**src/rtl/hs_bus_amba_axis_w2mif_skid_if.sv**
```systemverilog
// AXI-Stream interface bundle shared by wire-level adapters and interface-based fabric.
// Master drives payload and valid; slave drives tready.
interface hs_bus_amba_axis_if #(
    parameter int TDATA_WIDTH = 8,
    parameter int TID_WIDTH   = 1,
    parameter int TDEST_WIDTH = 1,
    parameter int TUSER_WIDTH = 1,
    parameter int TSTRB_WIDTH = TDATA_WIDTH / 8,
    parameter int TKEEP_WIDTH = TDATA_WIDTH / 8
) ();
    logic                   tvalid;
    logic                   tready;
    logic [TDATA_WIDTH-1:0] tdata;
    logic [TSTRB_WIDTH-1:0] tstrb;
    logic [TKEEP_WIDTH-1:0] tkeep;
    logic                   tlast;
    logic [TID_WIDTH-1:0]   tid;
    logic [TDEST_WIDTH-1:0] tdest;
    logic [TUSER_WIDTH-1:0] tuser;
    logic                   twakeup;

    modport master (
        output tvalid, tdata, tstrb, tkeep, tlast, tid, tdest, tuser, twakeup,
        input  tready
    );

    modport slave (
        input  tvalid, tdata, tstrb, tkeep, tlast, tid, tdest, tuser, twakeup,
        output tready
    );
endinterface

```
**src/rtl/hs_bus_amba_axis_w2mif_skid.sv**
```systemverilog
// Wire-to-interface AXI-Stream adapter with a 2-entry full-throughput register slice.
// Main register M drives the interface; skid register S absorbs the beat in flight on a stall.
module hs_bus_amba_axis_w2mif_skid #(
    parameter int TDATA_WIDTH = 8,
    parameter int TID_WIDTH   = 1,
    parameter int TDEST_WIDTH = 1,
    parameter int TUSER_WIDTH = 1,
    parameter int TSTRB_WIDTH = TDATA_WIDTH / 8,
    parameter int TKEEP_WIDTH = TDATA_WIDTH / 8
) (
    input  logic                   clk,
    input  logic                   rst_n,
    input  logic                   s_axis_tvalid,
    output logic                   s_axis_tready,
    input  logic [TDATA_WIDTH-1:0] s_axis_tdata,
    input  logic [TSTRB_WIDTH-1:0] s_axis_tstrb,
    input  logic [TKEEP_WIDTH-1:0] s_axis_tkeep,
    input  logic                   s_axis_tlast,
    input  logic [TID_WIDTH-1:0]   s_axis_tid,
    input  logic [TDEST_WIDTH-1:0] s_axis_tdest,
    input  logic [TUSER_WIDTH-1:0] s_axis_tuser,
    input  logic                   s_axis_twakeup,
    output logic [1:0]             occupancy,
    hs_bus_amba_axis_if.master     m_axis_if
);
    localparam int PW = TDATA_WIDTH + TSTRB_WIDTH + TKEEP_WIDTH + 1
                      + TID_WIDTH + TDEST_WIDTH + TUSER_WIDTH;

    // Encoding doubles as the occupancy count, so the state is observable directly.
    typedef enum logic [1:0] {
        ST_EMPTY = 2'd0,
        ST_ONE   = 2'd1,
        ST_FULL  = 2'd2
    } state_e;

    state_e        state_q, state_d;
    logic [PW-1:0] m_q, m_d;
    logic [PW-1:0] s_q, s_d;
    logic          ready_q, ready_d;
    logic          wake_q, wake_d;
    logic [PW-1:0] in_pl;
    logic          s_acc;
    logic          m_acc;

    assign in_pl = {s_axis_tdata, s_axis_tstrb, s_axis_tkeep, s_axis_tlast,
                    s_axis_tid, s_axis_tdest, s_axis_tuser};
    assign s_acc = s_axis_tvalid & ready_q;
    assign m_acc = (state_q != ST_EMPTY) & m_axis_if.tready;

    always_comb begin
        state_d = state_q;
        m_d     = m_q;
        s_d     = s_q;
        unique case (state_q)
            ST_EMPTY: begin
                if (s_acc) begin
                    m_d     = in_pl;
                    state_d = ST_ONE;
                end
            end
            ST_ONE: begin
                if (s_acc && m_acc) begin
                    m_d = in_pl;
                end else if (s_acc) begin
                    s_d     = in_pl;
                    state_d = ST_FULL;
                end else if (m_acc) begin
                    state_d = ST_EMPTY;
                end
            end
            ST_FULL: begin
                // Producer is held off here, so only the drain path applies.
                if (m_acc) begin
                    m_d     = s_q;
                    state_d = ST_ONE;
                end
            end
            default: state_d = ST_EMPTY;
        endcase
        ready_d = (state_d != ST_FULL);
        wake_d  = s_axis_twakeup | (state_d != ST_EMPTY);
    end

    always_ff @(posedge clk or negedge rst_n) begin
        if (!rst_n) begin
            state_q <= ST_EMPTY;
            m_q     <= '0;
            s_q     <= '0;
            ready_q <= 1'b0;
            wake_q  <= 1'b0;
        end else begin
            state_q <= state_d;
            m_q     <= m_d;
            s_q     <= s_d;
            ready_q <= ready_d;
            wake_q  <= wake_d;
        end
    end

    assign s_axis_tready     = ready_q;
    assign occupancy         = state_q;
    assign m_axis_if.tvalid  = (state_q != ST_EMPTY);
    assign m_axis_if.twakeup = wake_q;
    assign {m_axis_if.tdata, m_axis_if.tstrb, m_axis_if.tkeep, m_axis_if.tlast,
            m_axis_if.tid, m_axis_if.tdest, m_axis_if.tuser} = m_q;
endmodule
```
**src/flat_wrapper.sv**
```systemverilog
// flat-port wrapper written by rule: the top's interface ports become plain ports
module hs_bus_amba_axis_w2mif_skid_flat 
#(
    parameter int TDATA_WIDTH = 8,
    parameter int TID_WIDTH   = 1,
    parameter int TDEST_WIDTH = 1,
    parameter int TUSER_WIDTH = 1,
    parameter int TSTRB_WIDTH = TDATA_WIDTH / 8,
    parameter int TKEEP_WIDTH = TDATA_WIDTH / 8
)
  (clk, rst_n, s_axis_tvalid, s_axis_tready, s_axis_tdata, s_axis_tstrb, s_axis_tkeep, s_axis_tlast, s_axis_tid, s_axis_tdest, s_axis_tuser, s_axis_twakeup, occupancy, m_axis_if_tvalid, m_axis_if_tdata, m_axis_if_tstrb, m_axis_if_tkeep, m_axis_if_tlast, m_axis_if_tid, m_axis_if_tdest, m_axis_if_tuser, m_axis_if_twakeup, m_axis_if_tready);
  hs_bus_amba_axis_if #(.TDATA_WIDTH(TDATA_WIDTH), .TID_WIDTH(TID_WIDTH), .TDEST_WIDTH(TDEST_WIDTH), .TUSER_WIDTH(TUSER_WIDTH), .TSTRB_WIDTH(TSTRB_WIDTH), .TKEEP_WIDTH(TKEEP_WIDTH)) m_axis_if_i ();
  input  logic clk;
  input  logic rst_n;
  input  logic s_axis_tvalid;
  output logic s_axis_tready;
  input  logic [TDATA_WIDTH-1:0] s_axis_tdata;
  input  logic [TSTRB_WIDTH-1:0] s_axis_tstrb;
  input  logic [TKEEP_WIDTH-1:0] s_axis_tkeep;
  input  logic s_axis_tlast;
  input  logic [TID_WIDTH-1:0] s_axis_tid;
  input  logic [TDEST_WIDTH-1:0] s_axis_tdest;
  input  logic [TUSER_WIDTH-1:0] s_axis_tuser;
  input  logic s_axis_twakeup;
  output logic [1:0] occupancy;
  output wire logic [$bits(m_axis_if_i.tvalid)-1:0] m_axis_if_tvalid;
  output wire logic [$bits(m_axis_if_i.tdata)-1:0] m_axis_if_tdata;
  output wire logic [$bits(m_axis_if_i.tstrb)-1:0] m_axis_if_tstrb;
  output wire logic [$bits(m_axis_if_i.tkeep)-1:0] m_axis_if_tkeep;
  output wire logic [$bits(m_axis_if_i.tlast)-1:0] m_axis_if_tlast;
  output wire logic [$bits(m_axis_if_i.tid)-1:0] m_axis_if_tid;
  output wire logic [$bits(m_axis_if_i.tdest)-1:0] m_axis_if_tdest;
  output wire logic [$bits(m_axis_if_i.tuser)-1:0] m_axis_if_tuser;
  output wire logic [$bits(m_axis_if_i.twakeup)-1:0] m_axis_if_twakeup;
  input wire logic [$bits(m_axis_if_i.tready)-1:0] m_axis_if_tready;
  assign m_axis_if_tvalid = m_axis_if_i.tvalid;
  assign m_axis_if_tdata = m_axis_if_i.tdata;
  assign m_axis_if_tstrb = m_axis_if_i.tstrb;
  assign m_axis_if_tkeep = m_axis_if_i.tkeep;
  assign m_axis_if_tlast = m_axis_if_i.tlast;
  assign m_axis_if_tid = m_axis_if_i.tid;
  assign m_axis_if_tdest = m_axis_if_i.tdest;
  assign m_axis_if_tuser = m_axis_if_i.tuser;
  assign m_axis_if_twakeup = m_axis_if_i.twakeup;
  assign m_axis_if_i.tready = m_axis_if_tready;
  hs_bus_amba_axis_w2mif_skid #(.TDATA_WIDTH(TDATA_WIDTH), .TID_WIDTH(TID_WIDTH), .TDEST_WIDTH(TDEST_WIDTH), .TUSER_WIDTH(TUSER_WIDTH), .TSTRB_WIDTH(TSTRB_WIDTH), .TKEEP_WIDTH(TKEEP_WIDTH)) u_core (.clk(clk), .rst_n(rst_n), .s_axis_tvalid(s_axis_tvalid), .s_axis_tready(s_axis_tready), .s_axis_tdata(s_axis_tdata), .s_axis_tstrb(s_axis_tstrb), .s_axis_tkeep(s_axis_tkeep), .s_axis_tlast(s_axis_tlast), .s_axis_tid(s_axis_tid), .s_axis_tdest(s_axis_tdest), .s_axis_tuser(s_axis_tuser), .s_axis_twakeup(s_axis_twakeup), .occupancy(occupancy), .m_axis_if(m_axis_if_i));
endmodule
```
**config.mk**
```make
export PLATFORM = sky130hd
export DESIGN_NAME = hs_bus_amba_axis_w2mif_skid_flat
export DESIGN_NICKNAME = d
export VERILOG_FILES = /design/src/rtl/hs_bus_amba_axis_w2mif_skid_if.sv /design/src/rtl/hs_bus_amba_axis_w2mif_skid.sv /design/src/flat_wrapper.sv
export SDC_FILE = /design/constraint.sdc
export NUM_CORES = 1
export LEC_CHECK = 0
export ABC_CLOCK_PERIOD_IN_PS = 2000
export CAP_MARGIN = 20
export CELL_PAD_IN_SITES_DETAIL_PLACEMENT = 1
export CELL_PAD_IN_SITES_GLOBAL_PLACEMENT = 1
export CORE_AREA = 4 4 44 85
export CTS_BUF_LIST = sky130_fd_sc_hd__clkbuf_8
export CTS_CLUSTER_DIAMETER = 200
export CTS_CLUSTER_SIZE = 8
export DETAILED_ROUTE_END_ITERATION = 7
export DIE_AREA = 0 0 48 89
export DONT_BUFFER_PORTS = 1
export HOLD_SLACK_MARGIN = 0.08
export PLACE_DENSITY = 0.77
export SLEW_MARGIN = 10
export SYNTH_ARGS = -nofsm -noshare
export SYNTH_HDL_FRONTEND = slang
export SYNTH_SLANG_ARGS = --single-unit
```
**constraint.sdc**
```tcl
create_clock -name clk -period 2 [get_ports clk]
set_clock_uncertainty 0.15 [all_clocks]
set_input_delay 0.1 -clock clk [delete_from_list [all_inputs] [get_ports clk]]
set_output_delay 0.1 -clock clk [all_outputs]
set_load 0.01 [all_outputs]
```
-- Yosys cells after proc, flatten, opt, wreduce, memory -nomap -nowiden
Cells that the tools add are included.
- bits in registers: 32
- input bits: 19
- eq/ne operators: 6
- muxes and demuxes: 10
- bitwise gates (word level): 4
- reduce and logical (&&, ||, !) cells: 7
- operator list (kind ; count):
    $mux W14 ; 3
    $pmux W14 S3 ; 1
    $mux W2 ; 5
    $ne A2 B1 Y1 const B ; 3
    $pmux W2 S3 ; 1
    $reduce_and A4 Y1 ; 1
    $reduce_bool A2 Y1 ; 2
    $reduce_and A3 Y1 ; 1
    $reduce_bool A3 Y1 ; 1
    $and A1 B1 Y1 ; 2
    $eq A2 B1 Y1 const B ; 1
    $eq A2 B2 Y1 const B ; 1
    $logic_not A2 Y1 ; 1
    $ne A2 B2 Y1 const B ; 1
    $logic_and A1 B1 Y1 ; 1
    $not A1 Y1 ; 1
    $or A1 B1 Y1 ; 1

-- Longest topological paths before layout
Gate-level depths: netlist (run 1).
- word-level depth: 8
- gate-level depth with buffers: 5

-- Worst setup path after synthesis (run 1)
Ideal clock, no wire load.
- path kind: flip-flop to flip-flop
- start: register u_core.state_q[1], in the netlist u_core.occupancy[1]
- end: register u_core.m_q[3]
- setup time: 0.125 ns
- arrival time: 1.461 ns
- path slack: 0.264 ns
- cell stages (with the launch flop): 5
- clock period less this slack: 1.736 ns
- cell sequence: dfrtp_1 -> or2_4 -> o211ai_4 -> buf_6 -> mux2_2
- cells in the longest elaborated chain, start to end: 5
- elaborated cells on any way between the ends: 12
- classes of those cells: eq/ne (5); mux (1); bitwise (1); reduce/logical (5)
- RTL lines (element ; RTL line ; text):
    start, declared ; hs_bus_amba_axis_w2mif_skid.sv:36 ; state_e state_q, state_d;
    start signal, assigned ; hs_bus_amba_axis_w2mif_skid.sv:92 ; state_q <= state_d;
    $reduce_bool A2 Y1 * ; n/a ;
    via m_axis_if_tvalid ; flat_wrapper.sv:26 ; output wire logic [$bits(m_axis_if_i.tvalid)-1:0] m_axis_if_tvalid;
    $and A1 B1 Y1 * ; hs_bus_amba_axis_w2mif_skid.sv:48 ; assign m_acc = (state_q != ST_EMPTY) & m_axis_if.tready;
    $logic_and A1 B1 Y1 ; hs_bus_amba_axis_w2mif_skid.sv:62 ; if (s_acc && m_acc) begin
    $ne A2 B1 Y1 (no line) ; n/a ;
    $reduce_and A4 Y1 (no line) * ; n/a ;
    end signal, assigned ; hs_bus_amba_axis_w2mif_skid.sv:93 ; m_q <= m_d;
    end, declared ; hs_bus_amba_axis_w2mif_skid.sv:37 ; logic [PW-1:0] m_q, m_d;
Mark *: on every way through the listed nets, which the timed path passes. The rest lies on a longest branch.
A chain may end at the register's enable or synchronous reset.

-- Final worst setup path (run 1)
- start: register u_core.state_q[0], in the netlist u_core.occupancy[0]
- end: register u_core.state_q[1], in the netlist u_core.occupancy[1]
- cells in the longest elaborated chain, start to end: 6
- elaborated cells on any way between the ends: 11
- classes of those cells: eq/ne (2); mux (5); bitwise (1); reduce/logical (3)
- RTL lines (element ; RTL line ; text):
    $reduce_bool A2 Y1 ; hs_bus_amba_axis_w2mif_skid.sv:48 ;
    $and A1 B1 Y1 ; hs_bus_amba_axis_w2mif_skid.sv:48 ;
    $mux W2 ; hs_bus_amba_axis_w2mif_skid.sv:67 ; end else if (m_acc) begin
    $mux W2 ; hs_bus_amba_axis_w2mif_skid.sv:64 ; end else if (s_acc) begin
    $mux W2 ; hs_bus_amba_axis_w2mif_skid.sv:62 ;
    $pmux W2 S3 * ; hs_bus_amba_axis_w2mif_skid.sv:54 ; unique case (state_q)
    via u_core.state_d[1] ; hs_bus_amba_axis_w2mif_skid.sv:36 ;
Marks and branches as above.

==> impl_metrics.json, run 1 <==
{
  "path_class": "register to register",
  "synth.distinct_cells": 21,
  "place_hpwl_um": 2076,
  "clock_path_buffers": 2,
  "cts_buffers": 5,
  "cts_setup_buffers": 0,
  "area_delta_synth_final_pct": 20.44,
  "ctsHtreeMaxLevel": 2,
  "fin_nets": 140,
  "yosysTopAreaCellShare_pct": 50.71,
  "via_per_inst": 5.712,
  "route.detailed.drc": 0,
  "clkLatencyLatePin_ns": 0.27,
  "p_leak_nw": 0.8569,
  "clock_sinks": 32,
  "drtAntennaViolNets": 0,
  "path_max_fanout": 16,
  "use_met2_pct": 29.67,
  "yosys-top-cells-area": "dfrtp_1 51%, mux2_4 23%, mux2_2 13%",
  "worst_pin_slew_ns": 0.3108,
  "ys_seq_elements": 32,
  "p_int_w": 0.001909,
  "dr.first_iter.drc_count": 8,
  "gp_congestion": 0.5935,
  "synth_warnings": 0,
  "synth_flop_cell": "dfrtp_1",
  "grt_pass1_wl_um": 4795,
  "synth_edf_count": 0,
  "critical_path_required_ns": 2.06,
  "placed_area_mm2": 0.001584,
  "hold_viol_final": 0,
  "use_met1_pct": 16.26,
  "synthCells": 97,
  "synth.largest_area_cell": "dfrtp_1",
  "synth.avg_cell_area_um2": 16.28,
  "yosys-top-cells-count": "32 x dfrtp_1, 24 x mux2_4, 18 x mux2_2",
  "drt_first_pass_iters": 2,
  "finalMaxSlewViolations": 0,
  "async_reset_ff_share_pct": 100.0,
  "timing.critical_path.arrival_ns": 1.87,
  "grt_util_all_layers_pct": 16.45,
  "ir_drop_mv": 0.7701,
  "fp.dieH_um": 89,
  "grt_pass1_vias": 989,
  "power_density_mw_per_mm2": 1432,
  "post-route-period-util_pct": 90.86,
  "maxCapViolations": 0,
  "fin_util_pct": 60.95,
  "rsz0062_at_grt": "no",
  "fill_cells": 293,
  "end_kind": "register",
  "setup_violations": 0,
  "ios": 38,
  "io_buffers": 0,
  "cts_resized": 0,
  "via_count": 874,
  "gr-total-overflow": 0,
  "syn_area_mm2": 0.001579,
  "cts.clk_slew.worst_paths_ns": 0.07,
  "setup_tns_ns": 0,
  "maxSlewHeadroom_pct": 79.28,
  "synth_most_common_cell": "dfrtp_1",
  "coreArea_mm2": 0.003120,
  "hold_path_class": "input pin to asynchronous set/reset pin",
  "insertedDiodeCount": 0,
  "die-area_mm2": 0.004272,
  "cts_tree": "built",
  "grt_max_degree": 33,
  "status": "finished clean",
  "final_layout_size_suffix_gt1_share_pct": 45.90,
  "cts-root-buf": "clkbuf_8",
  "wl_per_cell_um": 20.21,
  "critPathLaunchType": "register",
  "wl_um": 3092,
  "max_freq_ghz": 0.5503,
  "stdcell_area_mm2": 0.001902,
  "grtUsageMet3_pct": 4.435,
  "p_sw_share_pct": 29.90,
  "clkPwrFrac_pct": 21.6,
  "power_frac_comb_pct": 31.9,
  "busiest_layer": "met2",
  "p_switching_w": 0.0008144,
  "start_util_pct": 50.60,
  "die_w_um": 48,
  "antenna_found_initial": 0,
  "p_seq_share_pct": 46.4,
  "yosysSeqAreaShare_pct": 50.71,
  "synth_fp_nets": 116,
  "fin_crit_ns": 1.817,
  "fp-row-count": 29
}
-- stage by stage --
| stage | hold WS (ns) | instances | setup WS [ns] | total power, W |
|---|---|---|---|---|
| 3_3_place_gp | -0.3448 | 125 | 0.2732 | 0.002048 |
| 5_1_grt | 0.1203 | 153 | 0.1282 | 0.002885 |
| 4_1_cts | 0.1087 | 153 | 0.1991 | 0.002758 |
| 6_report | 0.1117 | 153 | 0.1827 | 0.002724 |
| 3_5_place_dp | -0.3448 | 125 | 0.2149 | 0.002097 |
| 2_1_floorplan | -0.3456 | 97 | 0.2642 | 0.001936 |
-- power groups by stage --
| stage | Sequential, W | Clock [W] | Combinational, W |
|---|---|---|---|
| 4_1_cts | 0.00128 | 0.000603 | 0.000879 |
| 6_report | 0.00126 | 0.000589 | 0.000870 |
| 2_1_floorplan | 0.00120 | 0 | 0.000739 |
| 3_3_place_gp | 0.00127 | 0 | 0.000782 |
| 3_5_place_dp | 0.00128 | 0 | 0.000813 |
| 5_1_grt | 0.00131 | 0.000642 | 0.000934 |
-- cell type report --
class	count	area, um^2	share of cell area [%]
Clock inverter	3	38.79	2.039
Tap cell	31	38.79	2.039
Clock buffer	5	68.82	3.618
Timing Repair Buffer	22	250.2	13.16
Sequential cell	32	800.8	42.11
Multi-Input combinational cell	60	704.4	37.04
-- flip-flops by register name, summed over array words and instances, names as in the netlist --
| signal | flops |
|---|---|
| u_core.occupancy | 2 |
| u_core.s_q | 14 |
| u_core.s_axis_tready | 1 |
| u_core.m_axis_if.twakeup | 1 |
| u_core.m_q | 14 |
-- cell usage in the layout, fill, tap and decap left out --
cell type	synthesis	layout
bufinv_16	0	1
buf_12	2	3
nor2b_1	1	1
mux2i_1	1	1
o21a_1	1	1
mux2_4	24	24
o211ai_4	1	1
a21o_1	1	1
o21ai_0	1	1
a21oi_1	1	1
dfrtp_1	32	32
nand4b_1	1	1
nand2_1	3	3
clkinv_2	0	1
dlygate4sd3_1	0	19
and3b_1	1	1
nand3b_1	1	1
inv_1	0	1
mux2_2	18	18
nand2b_1	1	1
clkbuf_8	0	5
o21ba_2	1	1
or2_4	1	1
and2_4	1	1
o2111ai_1	1	1
-- worst max-delay path: stages, from the launching register on --
cell and delay [ns]:
dfrtp_1 0.46, nand2b_1 0.24, buf_12 0.20, a21oi_1 0.13
dlygate4sd3_1 0.56
-- kinds of logic after synthesis --
| logic type | Yosys count | share of synthesized area, % |
|---|---|---|
| AOI/OAI and AO/OA | 7 | 4.120 |
| muxes | 43 | 36.29 |
| and+or+nand+nor | 10 | 4.201 |
| buffers and inverters | 5 | 4.675 |
| DFF | 32 | 50.71 |
-- path summary, 6_finish.rpt --
check	startpoint	slack, ns	to	cells after the start
max	u_core.occupancy[0]	0.18	u_core.occupancy[1]	4
min	rst_n	0.11	u_core.s_q[5]	2
max reg2reg	u_core.occupancy[0]	0.18	u_core.occupancy[1]	4
min reg2reg	u_core.s_q[3]	0.36	u_core.s_q[3]	1
max in group asynchronous	rst_n	1.40	u_core.s_q[10]	2
min in group clk	s_axis_tvalid	0.14	u_core.occupancy[0]	3
-- per-layer routing --
metal / vias up / part of all wire, %
met5: - / 0
met4: 0 / 1.7
met3: 5 / 5.0
met2: 25 / 58
met1: 452 / 35
li1: 392 / -
-- timing repair --
item | 4_1_cts | 5_1_grt
endpoints found under the hold margin | 64 | 0
setup endpoints to repair | 0 | 0
hold buffers | 20 | 0
No activity file was read; power rests on OpenSTA's default activity.
==> run 2: changes to the inputs <==
--- a/config.mk
+++ b/config.mk
@@ -18,6 +18,7 @@
 export DONT_BUFFER_PORTS = 1
 export HOLD_SLACK_MARGIN = 0.08
 export PLACE_DENSITY = 0.77
+export REMOVE_ABC_BUFFERS = 1
 export SLEW_MARGIN = 10
 export SYNTH_ARGS = -nofsm -noshare
 export SYNTH_HDL_FRONTEND = slang
==> impl_metrics.json, run 2 (synthesized netlist as in run 1, its figures left out) <==
{
  "status": "finished clean",
  "r2r_setup_slack_ns": 0.19,
  "via_count": 859,
  "rsz0062_at_grt": "no",
  "io_buffers": 0,
  "maxSlewHeadroom_pct": 80.97,
  "fin_nets": 139,
  "fp.dieH_um": 89,
  "cts_hold_buf": 19,
  "drt_first_pass_iters": 2,
  "antenna_found_initial": 0,
  "crit_path_start": "u_core.occupancy[0]",
  "final_layout_size_suffix_gt1_share_pct": 46.67,
  "cts.clk_slew.worst_paths_ns": 0.06,
  "max_freq_ghz": 0.5540,
  "grt_util_all_layers_pct": 16.43,
  "met2_length_um": 1721,
  "p_leak_nw": 0.8437,
  "cts_buffers": 5,
  "maxCapViolations": 0,
  "cts_tree": "built",
  "top_layer": "met4",
  "wl_um": 3060,
  "path_max_fanout": 16,
  "drtAntennaViolNets": 0,
  "place_hpwl_um": 2009,
  "fp-row-count": 29,
  "wl_per_cell_um": 20.26,
  "grt_pass1_vias": 1013,
  "cts-root-buf": "clkbuf_8",
  "start_util_pct": 50.60,
  "worst_pin_slew_ns": 0.2854,
  "critPathLaunchType": "register",
  "holdWs_ns": 0.08286,
  "end_kind": "register",
  "p_switching_w": 0.0008015,
  "ir_drop_mv": 0.7409,
  "grt_pass1_wl_um": 4933,
  "post-route-period-util_pct": 90.25,
  "r2r-end": "u_core.occupancy[1]",
  "setup_tns_ns": 0,
  "timing.critical_path.arrival_ns": 1.81,
  "area_delta_synth_final_pct": 19.10,
  "gr-total-overflow": 0,
  "dr.first_iter.drc_count": 7,
  "setup_violations": 0,
  "p_seq_share_pct": 47.6,
  "via_per_inst": 5.689,
  "reg2reg_depth": 4,
  "gp_congestion": 0.6718,
  "cts_setup_buffers": 0,
  "holdPathEnd": "u_core.m_axis_if.twakeup",
  "p_sw_share_pct": 30.23,
  "die_w_um": 48,
  "clock_sinks": 32,
  "die-area_mm2": 0.004272,
  "route.detailed.drc": 0,
  "finalMaxSlewViolations": 0,
  "hold_path.startpoint": "s_axis_tvalid",
  "power_density_mw_per_mm2": 1410,
  "r2r-start": "u_core.occupancy[0]",
  "critical_path_required_ns": 2.01,
  "holdPathStages": 3,
  "mostFrequentLayoutCells": "32 x dfrtp_1, 24 x mux2_4, 18 x mux2_2, 18 x dlygate4sd3_1, 7 x clkbuf_8",
  "insertedDiodeCount": 0,
  "wl_met1_um": 1078,
  "final_common_cell": "dfrtp_1",
  "ctsHtreeMaxLevel": 2,
  "fin_crit_ns": 1.805,
  "hold_viol_final": 0,
  "clkPwrFrac_pct": 19.8,
  "coreArea_mm2": 0.003120,
  "p_int_w": 0.001850,
  "hold_path_class": "input pin to register",
  "wl_met3_um": 211,
  "clkLatencyLatePin_ns": 0.28,
  "power_frac_comb_pct": 32.6,
  "ios": 38,
  "path_class": "register to register",
  "clock_path_buffers": 2,
  "cts_resized": 0,
  "grt_max_degree": 33
}
-- run 2: power by group through the flow --
stage	sequential [W]	clock (W)	combinational, W
after CTS	0.00127	0.000537	0.000873
after global placement	0.00126	0	0.000782
after detailed placement	0.00128	0	0.000814
after floorplan	0.00120	0	0.000680
after global routing	0.00131	0.000570	0.000924
final	0.00126	0.000525	0.000865
-- run 2: metrics by stage --
stage          area [um^2]  worst slack (ns)  std cells  total power [W]  utilization [%]
5_1_grt               1881           0.08284        151         0.002807            60.26
2_1_floorplan         1505           0.08435         92         0.001877                -
3_3_place_gp          1584            0.2658        125         0.002044            50.76
4_1_cts               1881            0.2141        151         0.002681            60.26
3_5_place_dp          1584            0.2299        125         0.002093            50.76
6_report              1881            0.1950        151         0.002652            60.26
-- run 2: cell type report --
| type | count | area (um^2) |
|---|---|---|
| multi-input cells | 60 | 704.4 |
| flip-flops and latches | 32 | 800.8 |
| fillers | 285 | 1240 |
| well taps | 31 | 38.79 |
| repair buffers | 21 | 240.2 |
| clock buffers | 7 | 96.34 |
-- run 2: layer usage --
metal  up-vias  track usage, %
met5         -               0
met4         0           6.373
met3         5           7.056
met2        28           29.07
met1       433           15.68
li1        393               -
-- run 2: worst max-delay path by stage --
stage | end | slack [ns]
2_1_floorplan | u_core.m_q[0] | 0.08
3_3_place_gp | u_core.m_q[5] | 0.27
3_5_place_dp | u_core.m_q[3] | 0.23
4_1_cts | u_core.occupancy[1] | 0.21
5_1_grt | u_core.occupancy[1] | 0.08
6_report | u_core.occupancy[1] | 0.19
-- run 2: worst max-delay path: stages (launching register included) --
cell           delay [ns]
dfrtp_1              0.48
nand2b_1             0.22
buf_12               0.18
a21oi_1              0.07
dlygate4sd3_1        0.57
==> run 3: changes to the inputs <==
--- a/config.mk
+++ b/config.mk
@@ -5,19 +5,19 @@
 export SDC_FILE = /design/constraint.sdc
 export NUM_CORES = 1
 export LEC_CHECK = 0
-export ABC_CLOCK_PERIOD_IN_PS = 2000
+export ABC_CLOCK_PERIOD_IN_PS = 2300
 export CAP_MARGIN = 20
 export CELL_PAD_IN_SITES_DETAIL_PLACEMENT = 1
 export CELL_PAD_IN_SITES_GLOBAL_PLACEMENT = 1
-export CORE_AREA = 4 4 44 85
+export CORE_AREA = 4 4 43 82
 export CTS_BUF_LIST = sky130_fd_sc_hd__clkbuf_8
 export CTS_CLUSTER_DIAMETER = 200
 export CTS_CLUSTER_SIZE = 8
 export DETAILED_ROUTE_END_ITERATION = 7
-export DIE_AREA = 0 0 48 89
+export DIE_AREA = 0 0 47 86
 export DONT_BUFFER_PORTS = 1
 export HOLD_SLACK_MARGIN = 0.08
-export PLACE_DENSITY = 0.77
+export PLACE_DENSITY = 0.82
 export REMOVE_ABC_BUFFERS = 1
 export SLEW_MARGIN = 10
 export SYNTH_ARGS = -nofsm -noshare
==> constraint.sdc (replaced) <==
create_clock -name clk -period 2.3 [get_ports clk]
set_clock_uncertainty 0.15 [all_clocks]
set_input_delay 0.115 -clock clk [delete_from_list [all_inputs] [get_ports clk]]
set_output_delay 0.115 -clock clk [all_outputs]
set_load 0.01 [all_outputs]
==> impl_metrics.json, run 3 (synthesized netlist as in run 1, its figures left out) <==
{
  "critPathLaunchType": "register",
  "path_buf_inv": 1,
  "route.detailed.drc": 0,
  "io_buffers": 0,
  "drt_first_pass_iters": 2,
  "wl_um": 3057,
  "grt_max_degree": 33,
  "antenna_found_initial": 0,
  "cts_resized": 0,
  "clkPwrFrac_pct": 19.8,
  "final_layout_size_suffix_gt1_share_pct": 47.11,
  "drtAntennaViolNets": 0,
  "fp.dieH_um": 86,
  "gp_congestion": 0.6622,
  "setup_tns_ns": 0,
  "path_class": "register to register",
  "fill_cells": 267,
  "start_util_pct": 53.66,
  "setup_violations": 0,
  "via_per_inst": 5.801,
  "mostFrequentLayoutCells": "32 x dfrtp_1, 24 x mux2_4, 18 x mux2_2, 18 x dlygate4sd3_1, 7 x clkbuf_8",
  "fp-row-count": 28,
  "path_delay_family": "flip-flops",
  "status": "finished clean",
  "die-area_mm2": 0.004042,
  "cts-root-buf": "clkbuf_8",
  "ctsHtreeMaxLevel": 2,
  "gr-total-overflow": 0,
  "rsz0062_at_grt": "no",
  "maxCapViolations": 0,
  "p_int_w": 0.001588,
  "via_count": 876,
  "fin_nets": 140,
  "grt_pass1_vias": 1001,
  "timing.critical_path.arrival_ns": 1.97,
  "clock_sinks": 32,
  "coreArea_mm2": 0.002943,
  "worst_pin_slew_ns": 0.2916,
  "dr.first_iter.drc_count": 7,
  "power_frac_comb_pct": 32.0,
  "end_kind": "register",
  "p_sw_share_pct": 30.08,
  "cts.clk_slew.worst_paths_ns": 0.06,
  "path_max_fanout": 9,
  "cts_buffers": 5,
  "worst_path_max_delay_cell": "dfrtp_1",
  "ios": 38,
  "finalMaxSlewViolations": 0,
  "insertedDiodeCount": 0,
  "preCtsSetupSlack_ns": 0.3278,
  "total_power_w": 0.002271,
  "grt_pass1_wl_um": 4947,
  "cts_setup_buffers": 0,
  "grt_util_all_layers_pct": 17.43,
  "wl_per_cell_um": 20.25,
  "power_density_mw_per_mm2": 1220,
  "clock_path_buffers": 2,
  "die_w_um": 47,
  "final-instance-count-excl-fill": 151,
  "area_delta_synth_final_pct": 17.91,
  "hold_path_class": "input pin to register",
  "placedCellCount": 125,
  "p_seq_share_pct": 48.2,
  "final_common_cell": "dfrtp_1",
  "critical_path_required_ns": 2.31,
  "hold_viol_final": 0,
  "clkLatencyLatePin_ns": 0.27,
  "crit_path_max_incr_delay_ns": 0.48,
  "maxSlewHeadroom_pct": 80.47,
  "cts_tree": "built",
  "p_switching_w": 0.0006832,
  "fin_crit_ns": 1.964,
  "ir_drop_mv": 0.6749,
  "max_freq_ghz": 0.5091,
  "p_leak_nw": 0.8375,
  "post-route-period-util_pct": 85.40,
  "crit_chain": "or2_4, o211ai_4, buf_4, mux2_2",
  "setup_ws_ns": 0.3358,
  "place_hpwl_um": 2100
}
-- run 3: changes by cell type in the layout (fill, tap and decap cells not counted), sizes merged --
cell | before | now
buf | 3 | 4
-- run 3: path summary, 6_finish.rpt --
path                                startpoint             endpoint  depth (start not counted)  slack [ns]
setup reg to reg           u_core.occupancy[1]       u_core.m_q[13]                          4        0.34
min in group asynchronous                rst_n       u_core.s_q[12]                          2        0.14
max in group asynchronous                rst_n       u_core.m_q[13]                          2        1.69
hold reg to reg                  u_core.s_q[0]        u_core.s_q[0]                          1        0.36
hold / removal                m_axis_if_tready  u_core.occupancy[0]                          3        0.11
setup / recovery           u_core.occupancy[1]       u_core.m_q[13]                          4        0.34
-- run 3: cell type report --
class	instances	area [um^2]	share of cell area, %
clock buffer	7	96.34	5.175
multi-input combinational	60	704.4	37.84
tap	30	37.54	2.016
sequential	32	800.8	43.01
timing repair buffer	22	222.7	11.96
-- run 3: power by group through the flow --
| stage | logic [W] | registers [W] | clock network (W) |
|---|---|---|---|
| after floorplan | 0.000592 | 0.00104 | 0 |
| after detailed placement | 0.000687 | 0.00111 | 0 |
| after global placement | 0.000651 | 0.00110 | 0 |
| after CTS | 0.000738 | 0.00110 | 0.000469 |
| final | 0.000727 | 0.00109 | 0.000450 |
| after global routing | 0.000780 | 0.00114 | 0.000496 |
-- run 3: worst reg2reg max path, delay by kind of cell (launching register included) --
| kind | cells | cell delay (ns) |
|---|---|---|
| and+or+nand+nor | 1 | 0.31 |
| DFF | 1 | 0.48 |
| buffers and inverters | 1 | 0.27 |
| AOI/OAI and AO/OA | 1 | 0.28 |
| muxes | 1 | 0.35 |
-- run 3: per-layer routing --
layer	vias to the layer above	part of all wire [%]	GRT usage, %	routed length, um
met5	-	0	0	0
met3	6	5.8	6.723	178
met4	0	2.1	8.312	64
met2	30	54	28.50	1653
met1	446	38	18.66	1161
li1	394	-	-	-
-- run 3: repair_timing --
item / in CTS / in global routing
setup endpoints to repair: 0 / 0
hold buffers: 19 / 0
hold endpoints to repair: 64 / 0
-- run 3: per-stage QoR --
step | util [%] | cell area, um^2 | hold slack, ns
6_report | 63.27 | 1862 | 0.1145
5_1_grt | 63.27 | 1862 | 0.1204
4_1_cts | 63.27 | 1862 | 0.09747
3_5_place_dp | 53.19 | 1565 | -0.3299
3_3_place_gp | 53.19 | 1565 | -0.3296
2_1_floorplan | - | 1505 | -0.3306
